**config.mk**
```make
export PLATFORM = sky130hd
export DESIGN_NAME = vga_timing_gen
export DESIGN_NICKNAME = d
export VERILOG_FILES = /design/src/rtl/vga_timing_gen.sv
export SDC_FILE = /design/constraint.sdc
export NUM_CORES = 1
export LEC_CHECK = 0
export ABC_AREA = 1
export CORE_ASPECT_RATIO = 0.9
export CORE_MARGIN = 5
export CORE_UTILIZATION = 46
export DETAILED_ROUTE_END_ITERATION = 10
export GPL_TIMING_DRIVEN = 0
export PLACE_DENSITY = 0.76
export SYNTH_ARGS = -nofsm -noshare
export SYNTH_HDL_FRONTEND = slang
export SYNTH_SLANG_ARGS = --single-unit
```
**constraint.sdc**
```tcl
create_clock -name clock -period 1.8 [get_ports clock]
set_input_delay 0.18 -clock clock [delete_from_list [all_inputs] [get_ports clock]]
set_output_delay 0.18 -clock clock [all_outputs]
set_load 0.01 [all_outputs]
```
**src/rtl/vga_timing_gen.sv**
```systemverilog
// vga_timing_gen: 640x480@60 raster timing from a 50 MHz clock.
// Publishes the pixel coordinate to the colour stage and re-times the
// returned RGB together with hsync/vsync/blank onto the DAC pins so that
// colour and sync for one pixel leave the block on the same pixel tick.
// PIPE_DELAY must lie in 1..4.
module vga_timing_gen #(
  parameter int H_ACTIVE   = 640,
  parameter int H_FP       = 16,
  parameter int H_SYNC     = 96,
  parameter int H_BP       = 48,
  parameter int V_ACTIVE   = 480,
  parameter int V_FP       = 10,
  parameter int V_SYNC     = 2,
  parameter int V_BP       = 33,
  parameter int PIPE_DELAY = 2,
  parameter int DATA_W     = 10
) (
  input  logic              clock,
  input  logic              reset,
  input  logic [DATA_W-1:0] vga_r,
  input  logic [DATA_W-1:0] vga_g,
  input  logic [DATA_W-1:0] vga_b,
  output logic [9:0]        x_addr,
  output logic [9:0]        y_addr,
  output logic [DATA_W-1:0] vga_r_DAC,
  output logic [DATA_W-1:0] vga_g_DAC,
  output logic [DATA_W-1:0] vga_b_DAC,
  output logic              vga_clock,
  output logic              vga_hs,
  output logic              vga_vs,
  output logic              vga_blank,
  output logic              vga_sync_dac,
  output logic              frame_start
);

  localparam int H_TOTAL = H_ACTIVE + H_FP + H_SYNC + H_BP;
  localparam int V_TOTAL = V_ACTIVE + V_FP + V_SYNC + V_BP;

  localparam logic [9:0] H_LAST = 10'(H_TOTAL - 1);
  localparam logic [9:0] V_LAST = 10'(V_TOTAL - 1);
  localparam logic [9:0] H_VIS  = 10'(H_ACTIVE);
  localparam logic [9:0] V_VIS  = 10'(V_ACTIVE);
  localparam logic [9:0] HS_BEG = 10'(H_ACTIVE + H_FP);
  localparam logic [9:0] HS_END = 10'(H_ACTIVE + H_FP + H_SYNC);
  localparam logic [9:0] VS_BEG = 10'(V_ACTIVE + V_FP);
  localparam logic [9:0] VS_END = 10'(V_ACTIVE + V_FP + V_SYNC);

  // Alignment word {hs, vs, vis}; idle means both syncs inactive, not visible.
  localparam logic [2:0] ALGN_IDLE = 3'b110;

  logic       pix_en;
  logic [9:0] h_cnt;
  logic [9:0] v_cnt;
  logic       h_wrap;
  logic       v_wrap;
  logic       h_vis;
  logic       v_vis;
  logic       vis;
  logic       hs_raw;
  logic       vs_raw;
  logic [2:0] algn_p0;
  logic [2:0] algn_q [1:PIPE_DELAY];
  logic [2:0] last_ld;

  assign vga_sync_dac = 1'b0;

  // Divide-by-two pixel enable and the DAC clock derived from it.
  always_ff @(posedge clock or posedge reset) begin
    if (reset) begin
      pix_en    <= 1'b0;
      vga_clock <= 1'b1;
    end else begin
      pix_en    <= ~pix_en;
      vga_clock <= ~pix_en;
    end
  end

  assign h_wrap = (h_cnt == H_LAST);
  assign v_wrap = (v_cnt == V_LAST);

  // Raster counters: column advances every tick, row advances on column wrap.
  always_ff @(posedge clock or posedge reset) begin
    if (reset) begin
      h_cnt <= '0;
      v_cnt <= '0;
    end else if (pix_en) begin
      if (h_wrap) begin
        h_cnt <= '0;
        v_cnt <= v_wrap ? '0 : v_cnt + 10'd1;
      end else begin
        h_cnt <= h_cnt + 10'd1;
      end
    end
  end

  // Flag the tick clock that sits on the origin (next edge is a tick at (0,0)).
  always_ff @(posedge clock or posedge reset) begin
    if (reset) frame_start <= 1'b0;
    else       frame_start <= ~pix_en && (h_cnt == '0) && (v_cnt == '0);
  end

  // ---- stage p0: coordinate and raw sync decode from the counters ----
  // Combinational decode of visibility, coordinates and raw syncs.
  always_comb begin
    h_vis   = (h_cnt < H_VIS);
    v_vis   = (v_cnt < V_VIS);
    vis     = h_vis && v_vis;
    x_addr  = vis   ? h_cnt : 10'h3FF;
    y_addr  = v_vis ? v_cnt : 10'h3FF;
    hs_raw  = !((h_cnt >= HS_BEG) && (h_cnt < HS_END));
    vs_raw  = !((v_cnt >= VS_BEG) && (v_cnt < VS_END));
    algn_p0 = {hs_raw, vs_raw, vis};
  end

  // ---- stages 1..PIPE_DELAY: sync/blank delay line matching colour latency ----
  // Shift the alignment word one stage per tick.
  always_ff @(posedge clock or posedge reset) begin
    if (reset) begin
      for (int i = 1; i <= PIPE_DELAY; i++) algn_q[i] <= ALGN_IDLE;
    end else if (pix_en) begin
      algn_q[1] <= algn_p0;
      for (int i = 2; i <= PIPE_DELAY; i++) algn_q[i] <= algn_q[i-1];
    end
  end

  // The word entering the last stage decides whether colour is passed this tick.
  generate
    if (PIPE_DELAY == 1) begin : g_ld_direct
      assign last_ld = algn_p0;
    end else begin : g_ld_shift
      assign last_ld = algn_q[PIPE_DELAY-1];
    end
  endgenerate

  assign vga_hs    = algn_q[PIPE_DELAY][2];
  assign vga_vs    = algn_q[PIPE_DELAY][1];
  assign vga_blank = algn_q[PIPE_DELAY][0];

  // ---- DAC stage: colour captured alongside the last alignment stage ----
  // Register colour for visible pixels, force black elsewhere.
  always_ff @(posedge clock or posedge reset) begin
    if (reset) begin
      vga_r_DAC <= '0;
      vga_g_DAC <= '0;
      vga_b_DAC <= '0;
    end else if (pix_en) begin
      vga_r_DAC <= last_ld[0] ? vga_r : '0;
      vga_g_DAC <= last_ld[0] ? vga_g : '0;
      vga_b_DAC <= last_ld[0] ? vga_b : '0;
    end
  end

endmodule
```
### Word-level counts from Yosys, hierarchy flattened

Index checks and enable logic that the tools add are counted.

* memories kept: 0
* bits in writable memories: 0
* word-level logic and storage cells: 38
* output and inout bits: 56
* latch bits: 0
* memory bits (read-only): 0
* register bits: 59
* input bits: 32

* $lt $le $gt $ge: 6
* muxes and demuxes: 7
* shift operators: 0
* equal/unequal tests: 2
* reduce and logical (&&, ||, !) cells: 10
* $mul: 0
* bitwise logic cells: 1
* div/mod/pow operators: 0
* add/subtract/negate cells: 2

Operators by type and width (number)
* two-way mux 10 bit: 7
* adder 10 x 1 -> 10 bit (second input constant): 2
* equality test 10 bit (second input constant): 2
* logical NOT 10 bit: 2
* less-than comparator 10 bit (second input constant): 2
* less-than comparator 10 x 9 -> 1 bit (second input constant): 2
* >= comparator 10 bit (second input constant): 1
* >= comparator 10 x 9 -> 1 bit (second input constant): 1
* logical AND 1 bit: 5
* logical NOT 1 bit: 2
* AND reduction 2 bit: 1
* inverter 1 bit: 1

### Logic depth before layout (Yosys ltp)

Gate-level depths: netlist (run 1).

* depth in word-level cells: 3
* mapped depth: 9

### Least setup slack after synthesis (run 1)

Ideal clock, no wire load.

* path kind: reg-to-output
* start point: register v_cnt[7]
* end point: output x_addr[0]
* cell stages (with the launch flop): 7
* data arrival time: 1142 ps
* required time: 1620 ps
* setup slack: 478 ps
* path buffers: 0
* cell sequence: dfrtp_1 -> nand2_1 -> nor2_1 -> nor2_2 -> nand3_1 -> inv_2 -> nand2_1

* longest elaborated chain between the ends: 3

Ends and longest elaborated chain
* from (decl): RTL line 53 `logic [9:0] v_cnt;`
* from (signal assigned): RTL line 89 `v_cnt <= v_wrap ? '0 : v_cnt + 10'd1;`
* less-than comparator 10 x 9 -> 1 bit: RTL line 106 `v_vis = (v_cnt < V_VIS);`
* logical AND 1 bit: RTL line 107 `vis = h_vis && v_vis;`
* two-way mux 10 bit: RTL line 108 `x_addr = vis ? h_cnt : 10'h3FF;`
* to (decl): RTL line 23 `output logic [9:0] x_addr,`

No other way between the ends.

### Worst setup path in the final report (run 1)

* start point: register h_cnt[7]
* end point: output x_addr[2]

* longest elaborated chain between the ends: 3

Ends and longest elaborated chain
* from (decl): RTL line 52 `logic [9:0] h_cnt;`
* from (signal assigned): RTL line 91 `h_cnt <= h_cnt + 10'd1;`
* less-than comparator 10 bit: RTL line 105 `h_vis = (h_cnt < H_VIS);`
* logical AND 1 bit: RTL line 107
* two-way mux 10 bit: RTL line 108

No other way between the ends.

==> impl_metrics.env, run 1 <==
export IMPL_outcome="finished, violations left"
export IMPL_violations="setup timing"
export IMPL_cpPeakStageDelay_ps=320
export IMPL_crit_required_ps=1620
export IMPL_critPathMaxFanout=7
export IMPL_antenna_cells=0
export IMPL_antenna_found_initial=0
export IMPL_ant_nets=0
export IMPL_maxSlewHeadroom=0.6432
export IMPL_setup_viol=2
export IMPL_vias_per_cell=4.984
export IMPL_remaining_drc_errors=0
export IMPL_grt_use_total=0.2010
export IMPL_cts_sinks=59
export IMPL_cts_tree="built"
export IMPL_cts_hold_buf=0
export IMPL_critPathBufInv=6
export IMPL_yosysWarnings=0
export IMPL_clock_path_buffers=2
export IMPL_syn_avg_cell_area_um2=7.902
export IMPL_die_h_um=84.09
export IMPL_core_um2=6013
export IMPL_fin_cells=546
export IMPL_hold_class="in2async"
export IMPL_gp_congestion=0.8466
export IMPL_cts_clk_slew_worst_paths_ps=70
export IMPL_start_kind="flop"
export IMPL_cts_max_level=3
export IMPL_row_count=27
export IMPL_cp_slowest_cell="dfrtp_1"
export IMPL_critPathCaptureType="primary output"
export IMPL_drive_gt1_frac=0.1540
export IMPL_grt_pass1_vias=2595
export IMPL_dpl_instance_area_um2=3776
export IMPL_vias=2721
export IMPL_path_class="reg2out"
export IMPL_path_common_cell="buf_6"
export IMPL_grt_pass1_wl_um=12390
export IMPL_placedCellCount=514
export IMPL_period_minus_slack_ps=1857
export IMPL_drtPass1Iterations=5
export IMPL_hpwl_um=5171
export IMPL_rsz0062_at_grt="yes"
export IMPL_yosysUniqueCellTypes=26
export IMPL_overflow=0
export IMPL_syn_area_um2=2805
export IMPL_synthCells=355
export IMPL_hold_viol_final=0
export IMPL_slew_violations=0
export IMPL_clock_root_buffer="clkbuf_8"
export IMPL_final_cell_area_um2=4163
export IMPL_clk_latency_ps=340
export IMPL_wl_per_cell_um=13.71
export IMPL_syn_num_nets=391
export IMPL_max_cap_violations=0
export IMPL_worstPathArrival_ps=1680
export IMPL_vdd_ir_drop_max_uv=634.9
export IMPL_area_delta_synth_final_pct=48.39
export IMPL_final_cell_mix="nand2_1, clkdlybuf4s50_1, dfrtp_1"
export IMPL_fmax_ghz=0.5385
export IMPL_die_area_um2=7762
export IMPL_layout_commonest_cell="nand2_1"
export IMPL_wl_um=7485
export IMPL_power_mw=3.074
export IMPL_seq_area_frac_synth=0.5285
export IMPL_skew_ps=7.054
export IMPL_power_density_nw_per_um2=738.6
export IMPL_nNetsFinal=505
export IMPL_start_util=0.4665
export IMPL_fin_crit_sh=1.032
export IMPL_io_buffers=86
export IMPL_grt_max_degree=36
export IMPL_io_pins=88
export IMPL_crit_chain="clkbuf_4 -> nand3_2 -> nand3_4 -> clkinvlp_4 -> buf_6 -> buf_6 -> buf_6 -> nand2_4 -> buf_6"
export IMPL_die_width_um=92.32
export IMPL_leakagePower_nw=2.116
export IMPL_setup_ws_ps=-56.91
export IMPL_synth_seq_cells=59
export IMPL_crit_family="buffers and inverters"
export IMPL_drt_iter0_drc=154
export IMPL_tightest_slew_ps=534.4
export IMPL_cts_inserted_buffers=9
registers in the layout (all words and copies together) (netlist names):
signal and cells:
vga_g_DAC 10, v_cnt 10, pix_en 1, vga_clock 1, h_cnt 10, frame_start 1, vga_b_DAC 10, last_ld 3
vga_vs 1, vga_r_DAC 10, vga_hs 1, vga_blank 1
per-layer routing:
layer / track usage / share of wire / vias up
li1: - / - / 1364
met5: 0 / 0 / -
met1: 0.2529 / 0.44 / 1273
met3: 0.06312 / 0.057 / 11
met2: 0.3235 / 0.49 / 73
met4: 0.07422 / 0.019 / 0
repair_timing:
action | 4_1_cts | 5_1_grt
pin swaps | 4 | 4
buffers inserted | 11 | 4
gates resized for setup | 44 | 18
setup endpoints to repair | 18 | 18
cloned | 1 | 0
cells by family (layout without fill, tap and decap cells):
group / Yosys count / count (layout) / synth area share
and+or+nand+nor: 221 / 221 / 0.3363
DFF: 59 / 59 / 0.5285
buffers and inverters: 48 / 167 / 0.07225
AOI/OAI and AO/OA: 19 / 19 / 0.03434
adders and majority gates: 4 / 4 / 0.01784
xor gates and xnor gates: 3 / 3 / 0.009368
other: 1 / 1 / 0.001337
worst paths after layout:
path	endpoint	slack, ps	cells after the start	start
hold reg to reg	vga_hs	470	2	vga_hs
min in group clock	vga_g_DAC[3]	390	3	vga_g[3]
setup reg to reg	h_cnt[8]	230	7	h_cnt[0]
setup / recovery	x_addr[2]	-60	9	h_cnt[7]
max in group asynchronous	last_ld[1]	970	3	reset
hold / removal	vga_g_DAC[2]	190	2	reset
layout make-up:
type / count / area (um2)
Fill cell: 490 / 1851
Timing Repair Buffer: 102 / 969.7
Clock buffer: 10 / 127.6
Timing Repair inverter: 1 / 7.507
Inverter: 32 / 122.6
Clock inverter: 6 / 113.9
Sequential cell: 59 / 1484
Buffer: 16 / 85.08
Tap cell: 72 / 90.09
Multi-Input combinational cell: 248 / 1162
where the power goes:
group          internal, mW  switching (mW)
Clock                 0.922           0.550
Combinational         0.138          0.0868
Sequential             1.36          0.0180
synth_stat cells, drive strengths merged:
| cell type | instances | area share |
|---|---|---|
| dfstp | 5 | 0.047 |
| clkbuf | 6 | 0.0080 |
| a31oi | 1 | 0.0022 |
| clkinv | 1 | 0.0013 |
| conb | 1 | 0.0013 |
| ha | 4 | 0.018 |
| inv | 31 | 0.041 |
| o21ai | 13 | 0.023 |
| nor2 | 24 | 0.037 |
| a21oi | 5 | 0.0089 |
| buf | 10 | 0.021 |
| nand3 | 49 | 0.091 |
| dfrtp | 54 | 0.48 |
| nor3 | 10 | 0.018 |
| nor4 | 1 | 0.0022 |
| nand4 | 5 | 0.011 |
| nand2 | 132 | 0.18 |
| xor2 | 3 | 0.0094 |
through the flow:
step | util | setup TNS, ps | worst slack, ps | hold slack, ps
2_1_floorplan | - | 0 | 171.9 | 320.8
3_3_place_gp | 0.6246 | -52380 | -889.3 | 454.2
5_1_grt | 0.6923 | -543.2 | -132.7 | 247.5
6_report | 0.6923 | -69.59 | -56.91 | 193.9
3_5_place_dp | 0.6280 | -2720 | -286.3 | 459.3
4_1_cts | 0.6860 | -152.2 | -84.90 | 199.0
Power figures use the tool's default switching activity.
==> run 2, diff against run 1 <==
--- a/config.mk
+++ b/config.mk
@@ -12,6 +12,7 @@
 export DETAILED_ROUTE_END_ITERATION = 10
 export GPL_TIMING_DRIVEN = 0
 export PLACE_DENSITY = 0.76
+export SLEW_MARGIN = 20
 export SYNTH_ARGS = -nofsm -noshare
 export SYNTH_HDL_FRONTEND = slang
 export SYNTH_SLANG_ARGS = --single-unit
==> run 2 against run 1 <==
  * Non-clock buffer count fell by 4
  * Cell count is 0.73% lower
  * Global-route usage is essentially flat
  * Count of clock-buffer cells in the layout grew 1
  * Setup slack better by 130 ps
  * Flip-flop and latch count unchanged
  * Critical endpoint is now x_addr[8]
  * Sequential power is essentially flat
  * Via count decreased by 1.1%
  * Critical path depth shrank 2
  * The run now ends clean
  * Largest power group is now registers
==> impl_metrics.env, run 2 (synthesis results as in run 1) <==
export IMPL_worstPathArrival_ps=1550
export IMPL_path_depth=7
export IMPL_switching_share=0.2128
export IMPL_drt_iter0_drc=136
export IMPL_overflow=0
export IMPL_drive_gt1_frac=0.1319
export IMPL_crit_required_ps=1620
export IMPL_critPathMaxFanout=5
export IMPL_cp_slowest_cell="dfrtp_1"
export IMPL_die_h_um=84.09
export IMPL_rr_worst_depth=7
export IMPL_critPathBufInv=2
export IMPL_vdd_ir_drop_max_uv=576.7
export IMPL_nNetsFinal=501
export IMPL_grt_use_total=0.2013
export IMPL_skew_ps=6.228
export IMPL_fin_cells=542
export IMPL_leakagePower_nw=2.090
export IMPL_grt_max_degree=60
export IMPL_intPower_mw=2.313
export IMPL_antenna_found_initial=0
export IMPL_ant_nets=0
export IMPL_placedCellCount=514
export IMPL_path_common_cell="nor2_4"
export IMPL_io_buffers=86
export IMPL_clk_latency_ps=340
export IMPL_vias=2690
export IMPL_clock_root_buffer="clkbuf_8"
export IMPL_place_ws_ps=-303.5
export IMPL_crit_chain="nand2_2 -> nor2_4 -> nor2_4 -> nand3_4 -> inv_4 -> nand2_1 -> clkdlybuf4s15_1"
export IMPL_cts_inserted_buffers=9
export IMPL_hold_viol_final=0
export IMPL_wl_per_cell_um=13.68
export IMPL_wl_um=7417
export IMPL_hold_class="in2async"
export IMPL_cts_sinks=59
export IMPL_area_delta_synth_final_pct=46.74
export IMPL_antenna_cells=0
export IMPL_comb_power_share=0.078
export IMPL_crit_family="simple AND/OR/NAND/NOR gates"
export IMPL_cts_tree="built"
export IMPL_path_class="reg2out"
export IMPL_die_width_um=92.32
export IMPL_gp_congestion=0.8466
export IMPL_rsz0062_at_grt="yes"
export IMPL_r2r_slack_ps=220
export IMPL_cts_clk_slew_worst_paths_ps=60
export IMPL_row_count=27
export IMPL_fmax_ghz=0.5793
export IMPL_vias_per_cell=4.963
export IMPL_seq_power_share=0.469
export IMPL_period_minus_slack_ps=1726
export IMPL_io_pins=88
export IMPL_outcome="finished clean"
export IMPL_remaining_drc_errors=0
export IMPL_max_cap_violations=0
export IMPL_critPathCaptureType="primary output"
export IMPL_grt_pass1_vias=2573
export IMPL_clock_path_buffers=2
export IMPL_core_um2=6013
export IMPL_power_density_nw_per_um2=713.9
export IMPL_cpPeakStageDelay_ps=400
export IMPL_final_cell_mix="nand2_1, clkdlybuf4s50_1, dfrtp_1"
export IMPL_layout_commonest_cell="nand2_1"
export IMPL_die_area_um2=7762
export IMPL_start_kind="flop"
export IMPL_hpwl_um=5184
export IMPL_slew_violations=0
export IMPL_setup_viol=0
export IMPL_setup_ws_ps=73.75
export IMPL_fin_crit_sh=0.9590
export IMPL_whs_ps=241.7
export IMPL_start_util=0.4665
export IMPL_grt_pass1_wl_um=12340
export IMPL_power_mw=2.939
export IMPL_p_sw_mw=0.6255
export IMPL_cts_max_level=3
export IMPL_drtPass1Iterations=5
export IMPL_power_share_clock=0.453
-- run 2: changes by cell type in the layout (fill, tap and decap cells not counted), sizes merged --
cell and delta:
clkinvlp -1, buf -4, clkdlybuf4s15 +6, clkbuf -5, bufinv -1, clkinv +1
-- run 2: tightest hold or removal path, delay by kind of cell --
family   cells  cell delay (ps)
buf+inv      3              780
-- run 2: power groups by stage --
stage,combinational (mW),clock (mW),sequential (mW)
after floorplan,0.0516,0,1.42
after global placement,0.219,0,1.40
after detailed placement,0.232,0,1.40
after CTS,0.233,1.36,1.38
after global routing,0.249,1.42,1.38
final,0.228,1.33,1.38
-- run 2: path summary, 6_finish.rpt --
kind	startpoint	endpoint
setup / recovery	v_cnt[6]	x_addr[8]
hold / removal	reset	vga_g_DAC[4]
setup reg to reg	h_cnt[0]	h_cnt[8]
hold reg to reg	last_ld[2]	vga_hs
max in group asynchronous	reset	vga_clock
min in group clock	vga_b[2]	vga_b_DAC[2]
-- run 2: stage by stage --
| stage | setup TNS, ps | util | instance area (um2) |
|---|---|---|---|
| final | 0 | 0.6846 | 4116 |
| after global placement | -52380 | 0.6246 | 3756 |
| after CTS | -52.00 | 0.6792 | 4084 |
| after floorplan | 0 | - | 2805 |
| after global routing | -14.92 | 0.6846 | 4116 |
| after detailed placement | -2877 | 0.6296 | 3786 |
-- run 2: area by class of cell --
cell class	count	area (um2)
Buffer	16	85.08
Timing Repair Buffer	98	944.7
Tap cell	72	90.09
Clock buffer	11	141.4
Timing Repair inverter	1	7.507
Fill cell	497	1897
Clock inverter	5	77.57
Sequential cell	59	1485
Inverter	32	125.1
Multi-Input combinational cell	248	1160
-- run 2: repair_timing --
action / in CTS / in global routing
pin swaps: 3 / 4
endpoints found under the setup margin: 18 / 19
cloned: 1 / 0
hold buffers: 0 / 0
setup buffers: 9 / 3
gates resized for setup: 38 / 13
-- run 2: metal layers --
layer  GRT usage  part of all wire  up-vias
li1            -                 -     1350
met1      0.2513              0.43     1261
met2      0.3307              0.50       68
met3     0.06402             0.051       11
met4     0.06343             0.015        0
met5           0                 0        -
==> run 3, diff against run 2 <==
--- a/config.mk
+++ b/config.mk
@@ -11,7 +11,7 @@
 export CORE_UTILIZATION = 46
 export DETAILED_ROUTE_END_ITERATION = 10
 export GPL_TIMING_DRIVEN = 0
-export PLACE_DENSITY = 0.76
+export PLACE_DENSITY = 0.79
 export SLEW_MARGIN = 20
 export SYNTH_ARGS = -nofsm -noshare
 export SYNTH_HDL_FRONTEND = slang
==> run 3 against run 2 <==
  * The run now ends with setup timing left
  * Non-clock buffer count increased by 1
  * Clock skew about the same
  * Sequential share of layout area increased by 0.26 points
  * Total power decreased by 3.1%
  * Clock power decreased by 6%
  * Count of clock-buffer cells in the layout increased by 1
  * First-iteration DRC count decreased by 8.1%
  * Core utilization decreased by 0.54 points
  * Combinational power decreased by 4%
  * Global-route usage increased by 0.88 points
  * Largest power group unchanged
  * Highest routed layer unchanged
==> impl_metrics.env, run 3 (synthesis results as in run 1) <==
export IMPL_hpwl_um=5318
export IMPL_cp_slowest_cell="dfrtp_1"
export IMPL_whs_ps=333.7
export IMPL_critPathBufInv=4
export IMPL_slew_violations=0
export IMPL_start_kind="flop"
export IMPL_row_count=27
export IMPL_path_class="reg2out"
export IMPL_cpPeakStageDelay_ps=410
export IMPL_routedLengthMet1_um=3324
export IMPL_rr_endpoint="v_cnt[3]"
export IMPL_die_width_um=92.32
export IMPL_vias_per_cell=5.037
export IMPL_maxSlewHeadroom=0.5218
export IMPL_antenna_cells=0
export IMPL_die_h_um=84.09
export IMPL_hold_viol_final=0
export IMPL_cts_sinks=59
export IMPL_io_buffers=86
export IMPL_hold_class="in2async"
export IMPL_vdd_ir_drop_max_uv=512.4
export IMPL_violations="setup timing"
export IMPL_grt_pass1_wl_um=12930
export IMPL_worstPathArrival_ps=1640
export IMPL_fin_crit_sh=1.013
export IMPL_outcome="finished, violations left"
export IMPL_vias=2735
export IMPL_clk_latency_ps=330
export IMPL_setup_ws_ps=-23.21
export IMPL_rsz0062_at_grt="yes"
export IMPL_crit_required_ps=1620
export IMPL_r2r_slack_ps=250
export IMPL_ant_nets=0
export IMPL_fmax_ghz=0.5485
export IMPL_crit_chain="nand2_2 -> nor2_4 -> nor2_4 -> nand3_4 -> clkinvlp_4 -> buf_6 -> buf_6 -> nand2_1 -> buf_2"
export IMPL_power_density_nw_per_um2=697.1
export IMPL_drive_gt1_frac=0.1571
export IMPL_setup_viol=3
export IMPL_nNetsFinal=502
export IMPL_area_delta_synth_final_pct=45.58
export IMPL_fin_cells=543
export IMPL_layout_commonest_cell="nand2_1"
export IMPL_start_util=0.4665
export IMPL_grt_pass1_vias=2719
export IMPL_cts_clk_slew_worst_paths_ps=70
export IMPL_final_cell_area_um2=4084
export IMPL_core_um2=6013
export IMPL_critPathMaxFanout=3
export IMPL_top_layer_used="met4"
export IMPL_final_cell_mix="nand2_1, clkdlybuf4s50_1, dfrtp_1"
export IMPL_grt_use_total=0.2101
export IMPL_rr_startpoint="v_cnt[6]"
export IMPL_grt_max_degree=60
export IMPL_drt_iter0_drc=125
export IMPL_cts_max_level=3
export IMPL_remaining_drc_errors=0
export IMPL_wl_um=7678
export IMPL_rr_worst_depth=7
export IMPL_leakagePower_nw=2.081
export IMPL_clock_path_buffers=2
export IMPL_wl_met2_um=3707
export IMPL_io_pins=88
export IMPL_met3_length_um=549
export IMPL_crit_family="buffers and inverters"
export IMPL_placedCellCount=513
export IMPL_clock_root_buffer="clkbuf_8"
export IMPL_critPathCaptureType="primary output"
export IMPL_cts_inserted_buffers=9
export IMPL_dpl_instance_area_um2=3759
export IMPL_place_ws_ps=-281.5
export IMPL_cts_tree="built"
export IMPL_max_cap_violations=0
export IMPL_antenna_found_initial=0
export IMPL_tns_ps=-44.95
export IMPL_drtPass1Iterations=4
export IMPL_die_area_um2=7762
export IMPL_tightest_slew_ps=717.3
export IMPL_overflow=0
export IMPL_wl_per_cell_um=14.14
export IMPL_gp_congestion=0.9026
export IMPL_period_minus_slack_ps=1823
export IMPL_skew_ps=6.557
[run 3: layer usage]
layer  global-route usage  vias up
li1                     -     1344
met1               0.2724     1289
met2               0.3333       93
met3              0.06492        9
met4              0.07018        0
met5                    0        -
[run 3: stage by stage]
stage	power, mW	utilization
3_3_place_gp	1.621	0.6246
5_1_grt	2.953	0.6792
6_report	2.847	0.6792
4_1_cts	2.864	0.6733
3_5_place_dp	1.627	0.6251
2_1_floorplan	1.471	-
[run 3: timing repair]
action	4_1_cts	5_1_grt
gates cloned	1	0
buffers inserted	9	4
gates resized for setup	38	34
pin swaps	2	4
endpoints found under the setup margin	18	20
hold buffers	0	0
[run 3: worst max path at each step]
| stage | depth (start not counted) | slack [ps] | startpoint | end |
|---|---|---|---|---|
| 6_report | 9 | -20 | v_cnt[8] | x_addr[8] |
| 5_1_grt | 9 | -100 | v_cnt[8] | x_addr[8] |
| 4_1_cts | 7 | -180 | v_cnt[8] | x_addr[4] |
| 3_5_place_dp | 7 | -280 | v_cnt[7] | x_addr[2] |
| 3_3_place_gp | 2 | -870 | reset | v_cnt[7] |
| 2_1_floorplan | 1 | 170 | reset | frame_start |
[run 3: layout make-up]
cell class | count | area [um2]
timing repair inverter | 1 | 7.507
clock inverter | 4 | 48.80
inverter | 32 | 125.1
timing repair buffer | 99 | 928.4
fill | 489 | 1929
multi-input combinational | 248 | 1162
clock buffer | 12 | 155.1
tap | 72 | 90.09
buffer | 16 | 82.58
sequential | 59 | 1484
[run 3: worst register-to-register path, delay by kind of cell, from the launching register on]
kind / cells / cell delay, ps
simple gates: 4 / 600
flops: 1 / 400
buf+inv: 2 / 240
compound gates: 1 / 200
[run 3: where the power goes]
| part | switching (mW) | total, mW | internal, mW |
|---|---|---|---|
| registers | 0.0196 | 1.38 | 1.36 |
| clock network | 0.533 | 1.25 | 0.713 |
| logic | 0.0863 | 0.220 | 0.134 |
| total | 0.639 | 2.85 | 2.21 |
